### src/rtl/multicycle_ctrl_pkg.sv
`default_nettype none
// ============================================================================
// Module   : multicycle_ctrl_pkg
// Brief    : Shared encodings and condition evaluation for the multicycle controller.
// Revision : 1.0
// ============================================================================
package multicycle_ctrl_pkg;

    localparam int c_STATE_W = 4;
    typedef logic [c_STATE_W-1:0] state_t;

    localparam state_t c_S_FETCH    = 4'd0;
    localparam state_t c_S_DECODE   = 4'd1;
    localparam state_t c_S_MEMADR   = 4'd2;
    localparam state_t c_S_MEMREAD  = 4'd3;
    localparam state_t c_S_MEMWB    = 4'd4;
    localparam state_t c_S_MEMWRITE = 4'd5;
    localparam state_t c_S_EXECUTER = 4'd6;
    localparam state_t c_S_EXECUTEI = 4'd7;
    localparam state_t c_S_ALUWB    = 4'd8;
    localparam state_t c_S_BRANCH   = 4'd9;
    localparam state_t c_S_UNKNOWN  = 4'd10;

    localparam logic [1:0] c_OP_DP  = 2'b00;
    localparam logic [1:0] c_OP_MEM = 2'b01;
    localparam logic [1:0] c_OP_BR  = 2'b10;

    localparam logic [1:0] c_ALU_ADD = 2'b00;
    localparam logic [1:0] c_ALU_SUB = 2'b01;
    localparam logic [1:0] c_ALU_AND = 2'b10;
    localparam logic [1:0] c_ALU_ORR = 2'b11;

    localparam logic [1:0] c_RES_ALUOUT = 2'b00;
    localparam logic [1:0] c_RES_DATA   = 2'b01;
    localparam logic [1:0] c_RES_ALU    = 2'b10;

    localparam logic [1:0] c_SRCB_REG  = 2'b00;
    localparam logic [1:0] c_SRCB_IMM  = 2'b01;
    localparam logic [1:0] c_SRCB_FOUR = 2'b10;

    localparam logic [3:0] c_COND_EQ = 4'b0000;
    localparam logic [3:0] c_COND_NE = 4'b0001;
    localparam logic [3:0] c_COND_CS = 4'b0010;
    localparam logic [3:0] c_COND_CC = 4'b0011;
    localparam logic [3:0] c_COND_MI = 4'b0100;
    localparam logic [3:0] c_COND_PL = 4'b0101;
    localparam logic [3:0] c_COND_VS = 4'b0110;
    localparam logic [3:0] c_COND_VC = 4'b0111;
    localparam logic [3:0] c_COND_HI = 4'b1000;
    localparam logic [3:0] c_COND_LS = 4'b1001;
    localparam logic [3:0] c_COND_GE = 4'b1010;
    localparam logic [3:0] c_COND_LT = 4'b1011;
    localparam logic [3:0] c_COND_GT = 4'b1100;
    localparam logic [3:0] c_COND_LE = 4'b1101;
    localparam logic [3:0] c_COND_AL = 4'b1110;

    // flags are packed {N,Z,C,V}; the reserved 1111 code never executes
    function automatic logic cond_eval(input logic [3:0] cond, input logic [3:0] flags);
        logic n, z, c, v;
        {n, z, c, v} = flags;
        case (cond)
            c_COND_EQ: cond_eval = z;
            c_COND_NE: cond_eval = ~z;
            c_COND_CS: cond_eval = c;
            c_COND_CC: cond_eval = ~c;
            c_COND_MI: cond_eval = n;
            c_COND_PL: cond_eval = ~n;
            c_COND_VS: cond_eval = v;
            c_COND_VC: cond_eval = ~v;
            c_COND_HI: cond_eval = c & ~z;
            c_COND_LS: cond_eval = ~c | z;
            c_COND_GE: cond_eval = (n == v);
            c_COND_LT: cond_eval = (n != v);
            c_COND_GT: cond_eval = ~z & (n == v);
            c_COND_LE: cond_eval = z | (n != v);
            c_COND_AL: cond_eval = 1'b1;
            default:   cond_eval = 1'b0;
        endcase
    endfunction

endpackage
`default_nettype wire

### src/rtl/multicycle_ctrl_if.sv
`default_nettype none
// ============================================================================
// Module   : multicycle_ctrl_if
// Brief    : Instruction/flag inputs and control outputs between datapath and controller.
// Revision : 1.0
// ============================================================================
interface multicycle_ctrl_if;
    logic [3:0] Cond;
    logic [1:0] Op;
    logic [5:0] Funct;
    logic [3:0] Rd;
    logic [3:0] ALUFlags;
    logic       PCWrite;
    logic       RegWrite;
    logic       MemWrite;
    logic       IRWrite;
    logic       AdrSrc;
    logic [1:0] ResultSrc;
    logic       ALUSrcA;
    logic [1:0] ALUSrcB;
    logic [1:0] ImmSrc;
    logic [1:0] RegSrc;
    logic [1:0] ALUControl;

    modport master (
        output Cond, Op, Funct, Rd, ALUFlags,
        input  PCWrite, RegWrite, MemWrite, IRWrite, AdrSrc, ResultSrc,
               ALUSrcA, ALUSrcB, ImmSrc, RegSrc, ALUControl
    );

    modport slave (
        input  Cond, Op, Funct, Rd, ALUFlags,
        output PCWrite, RegWrite, MemWrite, IRWrite, AdrSrc, ResultSrc,
               ALUSrcA, ALUSrcB, ImmSrc, RegSrc, ALUControl
    );
endinterface
`default_nettype wire

### src/rtl/multicycle_ctrl_cond_unit.sv
`default_nettype none
// ============================================================================
// Module   : cond_unit
// Brief    : Flags register, condition check latched at DECODE, and write-strobe gating.
// Revision : 1.0
// ============================================================================
module cond_unit
    import multicycle_ctrl_pkg::*;
(
    input  wire logic       clk,
    input  wire logic       reset,
    input  wire logic [3:0] i_cond,
    input  wire logic [3:0] i_alu_flags,
    input  wire logic       i_latch_cond,
    input  wire logic       i_flag_wr_nz,
    input  wire logic       i_flag_wr_cv,
    input  wire logic       i_regw,
    input  wire logic       i_memw,
    input  wire logic       i_nextpc,
    input  wire logic       i_branch,
    input  wire logic       i_rd_is_pc,
    output logic            o_pcwrite,
    output logic            o_regwrite,
    output logic            o_memwrite
);

    logic [3:0] r_flags;
    logic       r_condexr;
    logic       w_condex;
    logic       w_pcs;

    assign w_condex = cond_eval(i_cond, r_flags);

    always_ff @(posedge clk) begin
        if (!reset) begin
            r_flags   <= 4'b0000;
            r_condexr <= 1'b0;
        end else begin
            if (i_latch_cond)
                r_condexr <= w_condex;
            if (i_flag_wr_nz && r_condexr)
                r_flags[3:2] <= i_alu_flags[3:2];
            if (i_flag_wr_cv && r_condexr)
                r_flags[1:0] <= i_alu_flags[1:0];
        end
    end

    // A write to R15 is a PC write, never a register-file write
    assign w_pcs      = (i_rd_is_pc & i_regw) | i_branch;
    assign o_pcwrite  = i_nextpc | (w_pcs & r_condexr);
    assign o_regwrite = i_regw & r_condexr & ~i_rd_is_pc;
    assign o_memwrite = i_memw & r_condexr;

endmodule
`default_nettype wire

### src/rtl/multicycle_ctrl.sv
`default_nettype none
// ============================================================================
// Module   : multicycle_ctrl
// Brief    : Multicycle ARM-subset controller: main FSM, Moore decode and ALU/imm decode.
// Revision : 1.0
// ============================================================================
module multicycle_ctrl
    import multicycle_ctrl_pkg::*;
#(
    parameter int NUM_STATES = 11
) (
    input wire logic         clk,
    input wire logic         reset,
    multicycle_ctrl_if.slave bus
);

    localparam int c_SW = $clog2(NUM_STATES);

    logic [c_SW-1:0] r_state;
    logic [c_SW-1:0] w_state;
    logic [c_SW-1:0] w_next;
    logic            w_nextpc, w_branch, w_regw, w_memw, w_aluop;
    logic            w_exec, w_flag_nz;
    logic [1:0]      w_alucontrol;

    always_ff @(posedge clk) begin
        if (!reset)
            r_state <= c_S_FETCH;
        else
            r_state <= w_next;
    end

    // Outputs decode as FETCH while reset is held, not only after the edge
    assign w_state = reset ? r_state : c_S_FETCH;

    always_comb begin
        w_next = c_S_FETCH;
        case (w_state)
            c_S_FETCH:  w_next = c_S_DECODE;
            c_S_DECODE: begin
                case (bus.Op)
                    c_OP_MEM: w_next = c_S_MEMADR;
                    c_OP_DP:  w_next = bus.Funct[5] ? c_S_EXECUTEI : c_S_EXECUTER;
                    c_OP_BR:  w_next = c_S_BRANCH;
                    default:  w_next = c_S_UNKNOWN;
                endcase
            end
            c_S_MEMADR:   w_next = bus.Funct[0] ? c_S_MEMREAD : c_S_MEMWRITE;
            c_S_MEMREAD:  w_next = c_S_MEMWB;
            c_S_EXECUTER: w_next = c_S_ALUWB;
            c_S_EXECUTEI: w_next = c_S_ALUWB;
            default:      w_next = c_S_FETCH;
        endcase
    end

    always_comb begin
        bus.AdrSrc    = 1'b0;
        bus.ALUSrcA   = 1'b0;
        bus.ALUSrcB   = c_SRCB_REG;
        bus.ResultSrc = c_RES_ALUOUT;
        bus.IRWrite   = 1'b0;
        w_nextpc      = 1'b0;
        w_branch      = 1'b0;
        w_regw        = 1'b0;
        w_memw        = 1'b0;
        w_aluop       = 1'b0;
        case (w_state)
            c_S_FETCH: begin
                bus.ALUSrcA   = 1'b1;
                bus.ALUSrcB   = c_SRCB_FOUR;
                bus.ResultSrc = c_RES_ALU;
                bus.IRWrite   = 1'b1;
                w_nextpc      = 1'b1;
            end
            c_S_DECODE: begin
                bus.ALUSrcA   = 1'b1;
                bus.ALUSrcB   = c_SRCB_FOUR;
                bus.ResultSrc = c_RES_ALU;
            end
            c_S_MEMADR:   bus.ALUSrcB = c_SRCB_IMM;
            c_S_MEMREAD:  bus.AdrSrc  = 1'b1;
            c_S_MEMWB: begin
                bus.ResultSrc = c_RES_DATA;
                w_regw        = 1'b1;
            end
            c_S_MEMWRITE: begin
                bus.AdrSrc = 1'b1;
                w_memw     = 1'b1;
            end
            c_S_EXECUTER: w_aluop = 1'b1;
            c_S_EXECUTEI: begin
                bus.ALUSrcB = c_SRCB_IMM;
                w_aluop     = 1'b1;
            end
            c_S_ALUWB:    w_regw = 1'b1;
            c_S_BRANCH: begin
                bus.ALUSrcB   = c_SRCB_IMM;
                bus.ResultSrc = c_RES_ALU;
                w_branch      = 1'b1;
            end
            default: ;
        endcase
    end

    always_comb begin
        w_alucontrol = c_ALU_ADD;
        if (w_aluop) begin
            case (bus.Funct[4:1])
                4'b0100: w_alucontrol = c_ALU_ADD;
                4'b0010: w_alucontrol = c_ALU_SUB;
                4'b0000: w_alucontrol = c_ALU_AND;
                4'b1100: w_alucontrol = c_ALU_ORR;
                default: w_alucontrol = c_ALU_ADD;
            endcase
        end
    end

    assign bus.ALUControl = w_alucontrol;
    assign bus.ImmSrc     = (bus.Op == 2'b11) ? 2'b00 : bus.Op;
    assign bus.RegSrc     = {(bus.Op == c_OP_MEM) & ~bus.Funct[0], bus.Op == c_OP_BR};

    // Logical ops leave C and V untouched
    assign w_exec    = (w_state == c_S_EXECUTER) || (w_state == c_S_EXECUTEI);
    assign w_flag_nz = w_exec & bus.Funct[0];

    cond_unit u_cond (
        .clk          (clk),
        .reset        (reset),
        .i_cond       (bus.Cond),
        .i_alu_flags  (bus.ALUFlags),
        .i_latch_cond (w_state == c_S_DECODE),
        .i_flag_wr_nz (w_flag_nz),
        .i_flag_wr_cv (w_flag_nz & ~w_alucontrol[1]),
        .i_regw       (w_regw),
        .i_memw       (w_memw),
        .i_nextpc     (w_nextpc),
        .i_branch     (w_branch),
        .i_rd_is_pc   (bus.Rd == 4'b1111),
        .o_pcwrite    (bus.PCWrite),
        .o_regwrite   (bus.RegWrite),
        .o_memwrite   (bus.MemWrite)
    );

endmodule
`default_nettype wire

### src/flat_wrapper.sv
// flat-port wrapper written by rule: the top's interface ports become plain ports
module multicycle_ctrl_flat import multicycle_ctrl_pkg::*;
#(
    parameter int NUM_STATES = 11
)
  (clk, reset, bus_Cond, bus_Op, bus_Funct, bus_Rd, bus_ALUFlags, bus_PCWrite, bus_RegWrite, bus_MemWrite, bus_IRWrite, bus_AdrSrc, bus_ResultSrc, bus_ALUSrcA, bus_ALUSrcB, bus_ImmSrc, bus_RegSrc, bus_ALUControl);
  multicycle_ctrl_if bus_i ();
  input wire logic clk;
  input wire logic reset;
  input wire logic [$bits(bus_i.Cond)-1:0] bus_Cond;
  input wire logic [$bits(bus_i.Op)-1:0] bus_Op;
  input wire logic [$bits(bus_i.Funct)-1:0] bus_Funct;
  input wire logic [$bits(bus_i.Rd)-1:0] bus_Rd;
  input wire logic [$bits(bus_i.ALUFlags)-1:0] bus_ALUFlags;
  output wire logic [$bits(bus_i.PCWrite)-1:0] bus_PCWrite;
  output wire logic [$bits(bus_i.RegWrite)-1:0] bus_RegWrite;
  output wire logic [$bits(bus_i.MemWrite)-1:0] bus_MemWrite;
  output wire logic [$bits(bus_i.IRWrite)-1:0] bus_IRWrite;
  output wire logic [$bits(bus_i.AdrSrc)-1:0] bus_AdrSrc;
  output wire logic [$bits(bus_i.ResultSrc)-1:0] bus_ResultSrc;
  output wire logic [$bits(bus_i.ALUSrcA)-1:0] bus_ALUSrcA;
  output wire logic [$bits(bus_i.ALUSrcB)-1:0] bus_ALUSrcB;
  output wire logic [$bits(bus_i.ImmSrc)-1:0] bus_ImmSrc;
  output wire logic [$bits(bus_i.RegSrc)-1:0] bus_RegSrc;
  output wire logic [$bits(bus_i.ALUControl)-1:0] bus_ALUControl;
  assign bus_i.Cond = bus_Cond;
  assign bus_i.Op = bus_Op;
  assign bus_i.Funct = bus_Funct;
  assign bus_i.Rd = bus_Rd;
  assign bus_i.ALUFlags = bus_ALUFlags;
  assign bus_PCWrite = bus_i.PCWrite;
  assign bus_RegWrite = bus_i.RegWrite;
  assign bus_MemWrite = bus_i.MemWrite;
  assign bus_IRWrite = bus_i.IRWrite;
  assign bus_AdrSrc = bus_i.AdrSrc;
  assign bus_ResultSrc = bus_i.ResultSrc;
  assign bus_ALUSrcA = bus_i.ALUSrcA;
  assign bus_ALUSrcB = bus_i.ALUSrcB;
  assign bus_ImmSrc = bus_i.ImmSrc;
  assign bus_RegSrc = bus_i.RegSrc;
  assign bus_ALUControl = bus_i.ALUControl;
  multicycle_ctrl #(.NUM_STATES(NUM_STATES)) u_core (.clk(clk), .reset(reset), .bus(bus_i));
endmodule
### config.mk
export PLATFORM = sky130hd
export DESIGN_NAME = multicycle_ctrl_flat
export DESIGN_NICKNAME = d
export VERILOG_FILES = /design/src/rtl/multicycle_ctrl_pkg.sv /design/src/rtl/multicycle_ctrl_if.sv /design/src/rtl/multicycle_ctrl_cond_unit.sv /design/src/rtl/multicycle_ctrl.sv /design/src/flat_wrapper.sv
export SDC_FILE = /design/constraint.sdc
export NUM_CORES = 1
export LEC_CHECK = 0
export ABC_AREA = 1
export CAP_MARGIN = 20
export CORE_ASPECT_RATIO = 0.75
export CORE_UTILIZATION = 36
export DETAILED_ROUTE_END_ITERATION = 16
export PLACE_DENSITY = 0.85
export SLEW_MARGIN = 20
export SYNTH_ARGS = -nofsm -noshare
export SYNTH_HDL_FRONTEND = slang
export SYNTH_SLANG_ARGS = --single-unit
### constraint.sdc
create_clock -name clk -period 1.2 [get_ports clk]
set_input_delay 0.12 -clock clk [delete_from_list [all_inputs] [get_ports clk]]
set_output_delay 0.12 -clock clk [all_outputs]
set_load 0.1 [all_outputs]
# Yosys cells after proc, flatten, opt, wreduce, memory -nomap -nowiden

Cells that the tools add are included.

Eq/ne operators: 31
Muxes and demuxes: 18
Bitwise gates (word level): 21
Reductions and logical operators: 13

Operators by type and width:

| kind               | number |
|---|---|
| $eq 4x4->1 const B | 11 |
| $eq 4x3->1 const B | 8 |
| $eq 4x2->1 const B | 5 |
| $pmux 4 s5         | 1 |
| $pmux 1 s15        | 1 |
| $logic_not 4->1    | 3 |
| $pmux 4 s3         | 1 |
| $and 1x1->1        | 10 |
| $eq 4x1->1 const B | 2 |
| $mux 1             | 8 |
| $pmux 2 s2         | 2 |
| $reduce_or 2->1    | 4 |
| $not 1->1          | 7 |
| $pmux 2 s3         | 1 |
| $reduce_or 3->1    | 2 |
| $eq 2x2->1 const B | 2 |
| $mux 2             | 2 |
| $mux 4             | 1 |
| $or 1x1->1         | 4 |
| $mux 3             | 1 |
| $eq 2x1->1 const B | 1 |
| $logic_and 1x1->1  | 2 |
| $logic_not 2->1    | 1 |
| $eq 1x1->1         | 1 |
| other kinds (2)    | 2 |

Flip-flop bits (word level): 9
Bits of input ports: 22
Output and inout port bits: 16

# Depth between registers and ports, before layout

Gate-level depths: netlist (run 1).

Depth after elaboration: 8
Depth in mapped cells: 11

# Modules after synthesis

From an unflattened synthesis (run 1), not the netlist that was laid out.

Cell total of the unflattened synthesis: 151
Area, all modules: 809.5 µm²

By module, submodules not included:

| module          | instances | cells each | area each (µm²) | seq. area each (µm²) |
|---|---|---|---|---|
| cond_unit       | 1         | 82         | 446.7           | 100.1 |
| multicycle_ctrl | 1         | 69         | 362.8           | 80.1 |

# Least setup slack after synthesis (run 1)

Ideal clock, no wire load.

Path kind: flip-flop to output port
From: register u_core.r_state[2]
To: output port bus_ALUSrcB[0]
Arrival: 4.054 ns
Data required time: 1.080 ns
Setup slack: -2.974 ns
Stages on the path, launching flop included: 5
Path buffers: 0
Cells stage by stage: dfxtp_1 -> nand2_4 -> nor2_4 -> inv_1 -> o311ai_0

Longest elaborated chain between the ends: 4
Elaborated cells on any way between the ends: 9

Ends and longest elaborated chain:

| element                                                             | RTL line              | RTL |
|---|---|---|
| start: declaration                                                  | multicycle_ctrl.sv:19 | `logic [c_SW-1:0] r_state;` |
| start signal: assignment                                            | multicycle_ctrl.sv:28 | `r_state <= c_S_FETCH;` |
| start signal: assignment                                            | multicycle_ctrl.sv:30 | `r_state <= w_next;` |
| $mux 4 (*)                                                          | multicycle_ctrl.sv:34 | `assign w_state = reset ? r_state : c_S_FETCH;` |
| $eq 4x2->1 (tied with other cells)                                  | multicycle_ctrl.sv:67 | `case (w_state)` |
| $reduce_or 3->1 (no line) / $reduce_or 2->1 (equally long branches) | -                     |  |
| $pmux 2 s2 (*)                                                      | multicycle_ctrl.sv:67 |  |
| end: declaration                                                    | flat_wrapper.sv:22    | `output wire logic [$bits(bus_i.ALUSrcB)-1:0] bus_ALUSrcB;` |

Mark *: on every way between the ends. The rest lies on a longest branch, timed or not.

# Worst setup path in the final report (run 1)

From: register u_core.r_state[3]
To: output port bus_ALUSrcB[0]

The elaborated chain is that of the path after synthesis.

==> results.tsv, run 1 <==
metric	value	unit
route.detailed.drc	0	
antenna_found_initial	0	
reg2reg_from	u_core.r_state[2]	
crit_type	flop to output pin	
ios	38	
timing.setup.tns	-6.543	ns
cellLeakagePower	0.0009223	uW
drt_iter0_drc	264	
vias_per_cell	5.687	
violations	setup timing	
postLayoutCellArea	0.001884	mm^2
syn_inst	138	
synthArstFlopShare	0	%
rows	14	
path_clk_slew	0.07	ns
finalCriticalPeriod	1.686	ns
ys.flop_type	dfxtp_1	
drv_slew	0	
syn_to_final_growth	133.9	%
port_buffers	37	
p_sw_share	47.17	%
grt_max_degree	8	
start_util	39.32	%
dr.pass1.iters	4	
yosys.area.top_type_share	22.36	%
power_frac_comb	61.0	%
endpoint	bus_ALUSrcB[0]	
setup_ws	-0.4857	ns
yosysWarnings	0	
fin_crit_sh	140.5	%
grt-ovfl-total	0	
grt_pass1_vias	1335	
hpwl	2687	um
synth_area_per_cell	5.839	um^2
reg2regPathDepth	9	
crit_fanout	4	
num_vias	1308	
max-cap-violations	0	
ctsLongestPathBuffers	2	
ys_top_cells_by_area	dfxtp_1 (22%), nand2_1 (14%), inv_1 (10%), nor2_1 (9.8%), nand3_1 (5.0%)	
synth_top_area_cell	dfxtp_1	
place.gp.congestion	0.8654	
internal_power	805.8	uW
worstMarginPinSlew	0.4083	ns
end_kind	output pin	
clock_sinks	9	
drt_wl_total	4433	um
pwr-share-clk	16.7	%
finalHoldViolations	0	
synth_edf_count	0	
power_density	809.5	mW/mm^2
max_freq	0.5932	GHz
postCtsHoldBufs	0	
wl_per_cell	19.27	um
ir_worst_vdd	0.9488	mV
slew_headroom	72.49	%
nets	229	
arrival	1.57	ns
worst_ep_required_time	1.08	ns
synth_cell_types	25	
ant_nets	0	
switchingPower	719.6	uW
design.die.area	0.002433	mm^2
track_usage	36.81	%
crit_path_start	u_core.r_state[3]	
grt_first_pass_wirelength	6775	um
fin_skew	0.002296	ns
share_seq_of_total_power	22.4	%
r2r_setup_slack	-0.31	ns
drive_above_1_share	54.37	%
rsz0062_at_grt	yes	
status	finished, violations left	
fp.dieW	56.63	um
core-area	0.002049	mm^2
worstReg2RegEnd	u_core.u_cond.r_flags[1]	
cts-root-buf	clkbuf_4	
hold_path.class	primary input to flop	
htreeDepth	1	
die_y	42.97	um
synth_seq_area_share	22.36	%
synth_nets	160	
ys_seq_elements	9	
setup_violations	21	
syn_area	805.8	um^2
placed_area	0.001643	mm^2
clock_latency	0.28	ns
start_kind	flop	
cts_tree	yes	
numCtsBuffers	3	
antenna_cells	0	
==> repair_timing <==
item | CTS | global route
gates cloned | 0 | 0
gates resized for setup | 32 | 27
endpoints found under the hold margin | 0 | 0
setup endpoints to repair | 25 | 22
pin swaps | 9 | 8
setup buffers | 7 | 0
==> logic make-up (layout without fill, tap and decap cells) <==
family / Yosys count / count (layout) / share of synthesized area [%]
AOI/OAI and AO/OA: 23 / 23 / 16.46
buffers and inverters: 30 / 98 / 15.37
and+or+nand+nor: 76 / 76 / 45.81
DFF: 9 / 9 / 22.36
==> worst min path at each step <==
stage / start / to / slack, ns / depth (start not counted)
final: bus_Funct[0] / u_core.r_state[1] / 0.25 / 3
after global routing: bus_Funct[0] / u_core.r_state[1] / 0.24 / 3
after CTS: bus_ALUFlags[0] / u_core.u_cond.r_flags[0] / 0.46 / 3
after detailed placement: u_core.u_cond.r_condexr / u_core.u_cond.r_condexr / 0.49 / 2
after global placement: u_core.u_cond.r_condexr / u_core.u_cond.r_condexr / 0.47 / 2
after floorplan: bus_Funct[0] / u_core.r_state[2] / 0.25 / 1
==> stage by stage <==
step	total power, uW	std cells	utilization [%]	setup WS, ns	hold WS, ns
floorplan	803.0	138	-	-0.4447	0.2498
global placement	1146	220	80.16	-0.4790	0.4720
detailed placement	1173	220	80.16	-0.5644	0.4903
CTS	1451	230	87.97	-0.4335	0.4612
global route	1566	230	91.94	-0.5351	0.2438
finish	1525	230	91.94	-0.4857	0.2484
==> cells in the mapped netlist (2+ instances only) <==
master     n
nor2_2     2
nor3_1     2
inv_2      6
o21ai_0    6
a21oi_1    7
nor2_4     3
nand3b_1   2
nand2_1   31
dfxtp_1    9
o211ai_1   3
nand2_2    3
inv_1     22
nand3_1    8
o21ai_1    3
nor2_1    21
==> layer usage <==
| layer | track usage (%) | vias up | part of all wire [%] |
|---|---|---|---|
| met1 | 42.17 | 617 | 37 |
| li1 | - | 573 | - |
| met3 | 7.012 | 21 | 9.2 |
| met2 | 66.82 | 97 | 49 |
| met4 | 15.61 | 0 | 4.2 |
| met5 | 0 | - | 0 |
==> layout make-up <==
class	instances	area [um^2]
Timing Repair Buffer	66	779.5
Multi-Input combinational cell	99	739.5
Sequential cell	9	195.2
Fill cell	75	165.2
Inverter	28	112.6
Tap cell	24	30.03
Clock buffer	3	22.52
Clock inverter	1	5.005
==> placed cells by master (no fill, tap or decap), drive strengths merged <==
| master | synthesis | routed |
|---|---|---|
| dlygate4sd2 | 0 | 3 |
| nor3 | 4 | 4 |
| o311ai | 1 | 1 |
| nand3b | 2 | 2 |
| inv | 28 | 28 |
| nand2 | 35 | 35 |
| clkinv | 0 | 1 |
| clkbuf | 0 | 3 |
| a21oi | 7 | 7 |
| nor2 | 26 | 26 |
| clkdlybuf4s50 | 0 | 13 |
| nand3 | 8 | 8 |
| dfxtp | 9 | 9 |
| nand4 | 1 | 1 |
| o211ai | 3 | 3 |
| o21ai | 9 | 9 |
| a31oi | 1 | 1 |
| o22ai | 1 | 1 |
| buf | 2 | 45 |
| dlymetal6s2s | 0 | 5 |
| o221ai | 1 | 1 |
==> worst max-delay path: stages, from the launching register on <==
cell      delay (ns)
dfxtp_4         0.37
nand2_4         0.09
buf_6           0.10
inv_4           0.03
nor2_4          0.11
inv_4           0.07
nor3_4          0.14
inv_2           0.08
o311ai_4        0.08
buf_12          0.22
==> power by group through the flow <==
stage | Clock, uW | Combinational, uW | Sequential, uW
2_1_floorplan | 0 | 468 | 335
3_3_place_gp | 0 | 808 | 338
3_5_place_dp | 0 | 832 | 340
4_1_cts | 237 | 880 | 334
5_1_grt | 268 | 957 | 341
6_report | 254 | 930 | 341
==> sequential cells by signal (all words and copies together) (netlist names) <==
name                     flops
u_core.u_cond.r_flags        4
u_core.r_state               4
u_core.u_cond.r_condexr      1
Note: power is estimated with default switching activity, not from simulation.
==> run 2, diff against run 1 <==
--- a/config.mk
+++ b/config.mk
@@ -8,9 +8,10 @@
 export ABC_AREA = 1
 export CAP_MARGIN = 20
 export CORE_ASPECT_RATIO = 0.75
-export CORE_UTILIZATION = 36
+export CORE_UTILIZATION = 38
+export CTS_BUF_LIST = sky130_fd_sc_hd__clkbuf_8
 export DETAILED_ROUTE_END_ITERATION = 16
-export PLACE_DENSITY = 0.85
+export PLACE_DENSITY = 0.88
 export SLEW_MARGIN = 20
 export SYNTH_ARGS = -nofsm -noshare
 export SYNTH_HDL_FRONTEND = slang
==> results.tsv, run 2 <==
metric	value	unit	change
ys.flop_type	dfxtp_1		
start_util	40.35	%	+1.0 points
clock_sinks	9		unchanged
lastStage	global routing (5_1_grt)		
ys_top_cells_by_area	dfxtp_1 (22%), nand2_1 (14%), inv_1 (10%), nor2_1 (9.8%), nand3_1 (5.0%)		
status	did not finish		
die_y	41.88	um	-2.5%
syn_inst	138		unchanged
rows	14		unchanged
worst-endpoint-pin-kind	primary output		
synthArstFlopShare	0	%	unchanged
ios	38		unchanged
yosys-top-cells-count	nand2_1 (31), inv_1 (22), nor2_1 (21)		
ys_seq_elements	9		unchanged
place.gp.congestion	0.9451		+9.2%
synth_seq_area_share	22.36	%	unchanged
yosys.area.top_type_share	22.36	%	unchanged
grt_max_degree	8		
error	[ERROR DPL-0038] Utilization greater than 100%, impossible to legalize		
yosysWarnings	0		unchanged
syn_area	805.8	um^2	unchanged
cts-root-buf	clkbuf_8		
postCtsHoldBufs	0		unchanged
place_inst	219		-0.45%
numCtsBuffers	3		unchanged
ctsLongestPathBuffers	2		unchanged
synth_edf_count	0		unchanged
hpwl	2932	um	+9.1%
grt-worst-endpoint	bus_ALUSrcB[0]		
synth_nets	160		unchanged
fp.dieW	55.17	um	-2.6%
synth_most_common_cell	nand2_1		
synth_cell_types	25		unchanged
port_buffers	37		unchanged
htreeDepth	1		unchanged
synth_top_area_cell	dfxtp_1		
synth_area_per_cell	5.839	um^2	unchanged
==> run 2: kinds of logic after synthesis <==
kind of cell | share of synthesized area, %
AO/OA/AOI/OAI | 16.46
flip-flops | 22.36
AND/OR/NAND/NOR | 45.81
buffers and inverters | 15.37
==> run 2: per-stage QoR <==
step / utilization (%) / worst slack, ns / cell area, um^2 / TNS, ns
after floorplan: - / -0.4447 / 928.4 / -2.995
after global placement: 82.52 / -0.4843 / 1648 / -7.549
after detailed placement: 82.52 / -0.5790 / 1648 / -9.125
after CTS: 92.67 / -0.3920 / 1851 / -4.372
==> run 2: timing repair <==
action,4_1_cts
endpoints found under the setup margin,24
pin swaps,15
buffers inserted,6
resized for setup,49
==> run 3, diff against run 2 <==
--- a/config.mk
+++ b/config.mk
@@ -7,11 +7,10 @@
 export LEC_CHECK = 0
 export ABC_AREA = 1
 export CAP_MARGIN = 20
-export CORE_ASPECT_RATIO = 0.75
-export CORE_UTILIZATION = 38
-export CTS_BUF_LIST = sky130_fd_sc_hd__clkbuf_8
+export CORE_AREA = 2 2 63 65
 export DETAILED_ROUTE_END_ITERATION = 16
-export PLACE_DENSITY = 0.88
+export DIE_AREA = 0 0 65 67
+export PLACE_DENSITY_LB_ADDON = 0.15
 export SLEW_MARGIN = 20
 export SYNTH_ARGS = -nofsm -noshare
 export SYNTH_HDL_FRONTEND = slang
==> constraint.sdc (replaced) <==
create_clock -name clk -period 1.6 [get_ports clk]
set_input_delay 0.16 -clock clk [delete_from_list [all_inputs] [get_ports clk]]
set_output_delay 0.16 -clock clk [all_outputs]
set_load 0.1 [all_outputs]
==> results.tsv, run 3 (synthesis results as in run 1) <==
metric	value	unit	change
syn_to_final_growth	117.9	%	
grt_max_degree	8		
setup_violations	1		
reg2reg_from	u_core.r_state[3]		
clock_latency	0.23	ns	
start_kind	flop		
vias_per_cell	4.310		
rsz0062_at_grt	yes		
violations	setup timing		
htreeDepth	1		unchanged
fp.dieW	65	um	+18%
hpwl	2150	um	-27%
top_regs	u_core.r_state: 4 flops, u_core.u_cond.r_flags: 4 flops, u_core.u_cond.r_condexr: 1 flops		
worstMarginPinSlew	0.3313	ns	
dr.pass1.iters	4		
mostFrequentLayoutCell	nand2_1		
worst_ep_required_time	1.44	ns	
hold_ws	0.5012	ns	
end_kind	output pin		
drive_above_1_share	40.50	%	
crit_fanout	2		
num_vias	1069		
final_cell_mix	nand2_1 (27), inv_1 (20), clkdlybuf4s50_1 (20), buf_4 (20), buf_12 (16)		
nets	223		
ant_nets	0		
grt_pass1_vias	1064		
ios	38		unchanged
port_buffers	37		unchanged
setup_ws	-0.007639	ns	
finalCriticalPeriod	1.608	ns	
drt_wl_total	2552	um	
core-area	0.003606	mm^2	
die_y	67	um	+60%
path_clk_slew	0.05	ns	
cts_tree	yes		
rows	22		+8
crit_type	flop to output pin		
fin_crit_sh	100.5	%	
power_density	647.2	mW/mm^2	
dp_worst_setup_slack	-0.2072	ns	+0.3717 ns
grt_use_met2	23.58	%	
cellLeakagePower	0.0008279	uW	
cts-root-buf	clkbuf_8		
clock_sinks	9		unchanged
drv_slew	0		
place.gp.congestion	0.7970		-16%
grt_first_pass_wirelength	4284	um	
crit_path_start	u_core.r_state[3]		
max-cap-violations	0		
drt_iter0_drc	51		
finalHoldViolations	0		
antenna_found_initial	0		
numCtsBuffers	3		unchanged
gr-max-usage-layer	met2		
track_usage	12.93	%	
arrival	1.45	ns	
postCtsHoldBufs	0		unchanged
hold_path.startpoint	u_core.u_cond.r_flags[1]		
status	finished, violations left		
antenna_cells	0		
slew_headroom	77.81	%	
start_util	22.35	%	-18 points
wl_per_cell	10.29	um	
ctsLongestPathBuffers	2		unchanged
hold_path.class	flop to flop		
design.die.area	0.004355	mm^2	
ir_worst_vdd	0.3261	mV	
fin_skew	0.002816	ns	
use_met3	3.716	%	
grt-ovfl-total	0		
route.detailed.drc	0		
max_freq	0.6220	GHz	
grt_use_met1	13.92	%	
run 3: path summary, 6_finish.rpt:
check                                   to  slack [ns]  cells after the start
setup / recovery              bus_RegWrite      -0.008                      7
hold / removal    u_core.u_cond.r_flags[1]        0.50                      2
setup reg to reg  u_core.u_cond.r_flags[3]        0.18                      8
hold reg to reg   u_core.u_cond.r_flags[1]        0.50                      2
run 3: timing repair:
action | 4_1_cts | 5_1_grt
pin swaps | 5 | 5
cloned | 0 | 0
setup endpoints to repair | 12 | 7
gates resized for setup | 12 | 4
buffers inserted | 4 | 1
run 3: per-stage QoR:
stage | util, % | instances | total power, uW | setup TNS (ns) | cell area (um^2)
2_1_floorplan | - | 138 | 599.5 | -1.005 | 912.1
3_3_place_gp | 44.90 | 239 | 856.5 | -1.250 | 1619
3_5_place_dp | 44.90 | 239 | 860.2 | -1.815 | 1619
4_1_cts | 48.09 | 247 | 1140 | -0.1388 | 1734
5_1_grt | 48.68 | 248 | 1192 | -0.1659 | 1755
6_report | 48.68 | 248 | 1136 | -0.007639 | 1755
run 3: area by class of cell:
type                            count  area (um^2)
Tap cell                           48        60.06
Fill cell                         355         1851
Clock buffer                        4        45.04
Timing Repair Buffer               60        713.2
Multi-Input combinational cell     99        640.6
Inverter                           28        110.1
Sequential cell                     9        186.4
run 3: worst max-delay path, cell delays in order, from the launching register on:
cell      delay [ns]
dfxtp_4         0.36
nand2_4         0.05
buf_6           0.11
nor2_4          0.09
o211ai_1        0.15
buf_4           0.18
nor2_4          0.09
buf_12          0.18
run 3: layer usage:
metal  part of all wire [%]  vias to the layer above
met2                     53                       27
li1                       -                      561
met3                    4.8                        2
met5                      0                        -
met1                     42                      479
met4                   0.74                        0
run 3: power breakdown:
part / total, uW / switching, uW / leakage (uW) / internal [uW]
Combinational: 623 / 367 / 0.000730 / 256
Clock: 260 / 87.0 / 0.0000228 / 173
Sequential: 253 / 14.9 / 0.0000748 / 238
==> run 4, diff against run 3 <==
--- a/config.mk
+++ b/config.mk
@@ -14,4 +14,5 @@
 export SLEW_MARGIN = 20
 export SYNTH_ARGS = -nofsm -noshare
 export SYNTH_HDL_FRONTEND = slang
+export SYNTH_HIERARCHICAL = 1
 export SYNTH_SLANG_ARGS = --single-unit
==> results.tsv, run 4 <==
metric	value	unit	change
status	finished, violations left		
violations	setup timing		
htreeDepth	1		unchanged
hold_path.startpoint	u_core/u_cond/r_flags[3]		
end_kind	output pin		
nets	223		unchanged
drt_iter0_drc	49		-3.9%
port_buffers	37		unchanged
final_cell_mix	nand2_1 (46), clkdlybuf4s50_1 (20), inv_1 (17), buf_12 (16)		
grt-ovfl-total	0		unchanged
synth_area_per_cell	5.361	um^2	-8.2%
r2r_setup_slack	0.30	ns	+0.12 ns
drive_above_1_share	31.00	%	-9.5 points
internal_power	605.2	uW	-9.3%
start_util	22.45	%	+0.10 points
synth_seq_area_share	22.26	%	-0.10 points
cts_tree	yes		
max_freq	0.6199	GHz	-0.35%
hold_ws	0.5094	ns	+0.008174 ns
arrival	1.45	ns	about the same
setup_violations	1		unchanged
drv_slew	0		unchanged
synth_edf_count	0		unchanged
max-cap-violations	0		unchanged
finalHoldViolations	0		unchanged
share_seq_of_total_power	25.0	%	+2.8 points
worstMarginPinSlew	0.3468	ns	+0.01552 ns
multi_input_area	616.8	um^2	-3.7%
yosys.area.top_type_share	23.65	%	+1.3 points
track_usage	12.58	%	-0.35 points
ios	38		unchanged
grt_first_pass_wirelength	4291	um	+0.16%
die_y	67	um	unchanged
holdPathStages	2		unchanged
path_clk_slew	0.05	ns	about the same
num_vias	1071		+0.19%
power_frac_comb	49.0	%	-5.9 points
timing.setup.tns	-0.01321	ns	-0.005575 ns
hpwl	2145	um	-0.27%
vias_per_cell	4.319		+0.19%
rsz0062_at_grt	yes		
regArea	183.9	um^2	-1.3%
hold_path.class	flop to flop		
fin_skew	0.008686	ns	+0.005871 ns
ctsLongestPathBuffers	2		unchanged
p_sw_share	40.02	%	-1.3 points
reg2regPathDepth	7		-1
fin_crit_sh	100.8	%	+0.35 points
drt_wl_total	2577	um	+0.98%
crit_fanout	5		+3
slew_headroom	76.79	%	-1.0 points
cellLeakagePower	0.0007255	uW	-12%
grt_pass1_vias	1077		+1.2%
place.gp.congestion	0.7993		+0.29%
synth_top_area_cell	nand2_1		
finalCriticalPeriod	1.613	ns	+0.005575 ns
clock_sinks	9		unchanged
pwr-share-clk	26.1	%	+3.2 points
antenna_found_initial	0		unchanged
grt_max_degree	9		+1
clock_latency	0.23	ns	about the same
rows	22		unchanged
reg2reg_from	u_core/r_state[2]		
antenna_cells	0		unchanged
ys_top_cells_by_area	nand2_1 (24%), dfxtp_1 (22%), nor2_1 (11%), nand3_1 (9.9%), inv_1 (8.3%)		
ys_seq_elements	9		unchanged
synth_nets	173		+8.1%
ant_nets	0		unchanged
core-area	0.003606	mm^2	unchanged
crit_type	flop to output pin		
worstReg2RegEnd	u_core/u_cond/r_flags[1]		
wl_per_cell	10.39	um	+0.98%
syn_to_final_growth	96.45	%	
mostFrequentLayoutCell	nand2_1		
ys.flop_type	dfxtp_1		
synth_most_common_cell	nand2_1		
fillers	370		+4.2%
numCtsBuffers	3		unchanged
start_kind	flop		
switchingPower	403.8	uW	-14%
top_regs	u_core/r_state: 4 flops, u_core/u_cond/r_flags: 4 flops, u_core/u_cond/r_condexr: 1 flops		
whs_endpoint	u_core/u_cond/r_flags[3]		
yosysWarnings	6		+6
route.detailed.drc	0		unchanged
power_density	634.5	mW/mm^2	-2.0%
ir_worst_vdd	0.3065	mV	-6.0%
dr.pass1.iters	4		unchanged
cts-root-buf	clkbuf_8		
synth_cell_types	20		-20%
synthArstFlopShare	0	%	unchanged
setup_ws	-0.01321	ns	-0.005575 ns
design.die.area	0.004355	mm^2	unchanged
yosys-top-cells-count	nand2_1 (51), nor2_1 (23), inv_1 (18)		
syn_area	809.5	um^2	+0.47%
fp.dieW	65	um	unchanged
syn_inst	151		+9.4%
worst_ep_required_time	1.44	ns	about the same
## run 4: layer usage
| metal | vias up | wire [um] | global-route usage, % |
|---|---|---|---|
| met3 | 2 | 68 | 2.703 |
| met5 | - | 0 | 0 |
| met2 | 11 | 1494 | 26.03 |
| met4 | 0 | 14 | 3.989 |
| li1 | 575 | - | - |
| met1 | 483 | 1000 | 12.11 |
## run 4: cells by family (layout without fill, tap and decap cells)
| family | Yosys count | after routing | share of synthesized area (%) |
|---|---|---|---|
| DFF | 9 | 9 | 22.26 |
| and+or+nand+nor | 100 | 100 | 53.63 |
| AOI/OAI and AO/OA | 19 | 19 | 12.52 |
| buffers and inverters | 23 | 72 | 11.59 |
## run 4: layout make-up
cell class / count / area share, %
multi-input combinational: 119 / 38.79
timing repair buffer: 47 / 38.08
sequential: 9 / 11.57
inverter: 21 / 4.957
tap: 48 / 3.777
clock buffer: 4 / 2.832
## run 4: timing repair
item                                    4_1_cts  5_1_grt
endpoints found under the setup margin       12        9
pin swaps                                     0        4
setup buffers                                 0        1
gates resized for setup                       6       12
hold buffers                                  0        0
## run 4: stage by stage
step           power, uW  utilization [%]  setup WS [ns]  std cells  area [um^2]
6_report            1009            44.10       -0.01321        248         1590
4_1_cts             1011            42.96        0.01235        247         1549
3_3_place_gp       735.6            41.57        -0.1631        243         1499
2_1_floorplan      526.7                -        -0.6526        151        855.8
5_1_grt             1061            44.10       -0.08284        248         1590
3_5_place_dp       741.1            41.57        -0.2052        243         1499
## run 4: critical path: stages (launching register included)
cell     delay, ns
dfxtp_2       0.35
nand2_2       0.08
nor2_4        0.18
nor2_2        0.05
nor2_2        0.17
nand3_2       0.12
nand2_4       0.11
buf_12        0.17
## run 4: worst max-delay path by stage
stage	from	slack, ns	to
2_1_floorplan	u_core/r_state[2]	-0.65	bus_ALUControl[0]
3_3_place_gp	reset	-0.16	bus_RegWrite
3_5_place_dp	reset	-0.21	bus_RegWrite
4_1_cts	u_core/r_state[0]	0.01	bus_PCWrite
5_1_grt	u_core/r_state[2]	-0.08	bus_PCWrite
6_report	u_core/r_state[2]	-0.01	bus_PCWrite
## run 4: power groups by stage
stage	Combinational [uW]	Clock, uW	Sequential (uW)
after floorplan	280	0	247
after global placement	483	0	252
after detailed placement	488	0	253
after CTS	491	271	249
after global routing	521	288	252
final	494	263	252
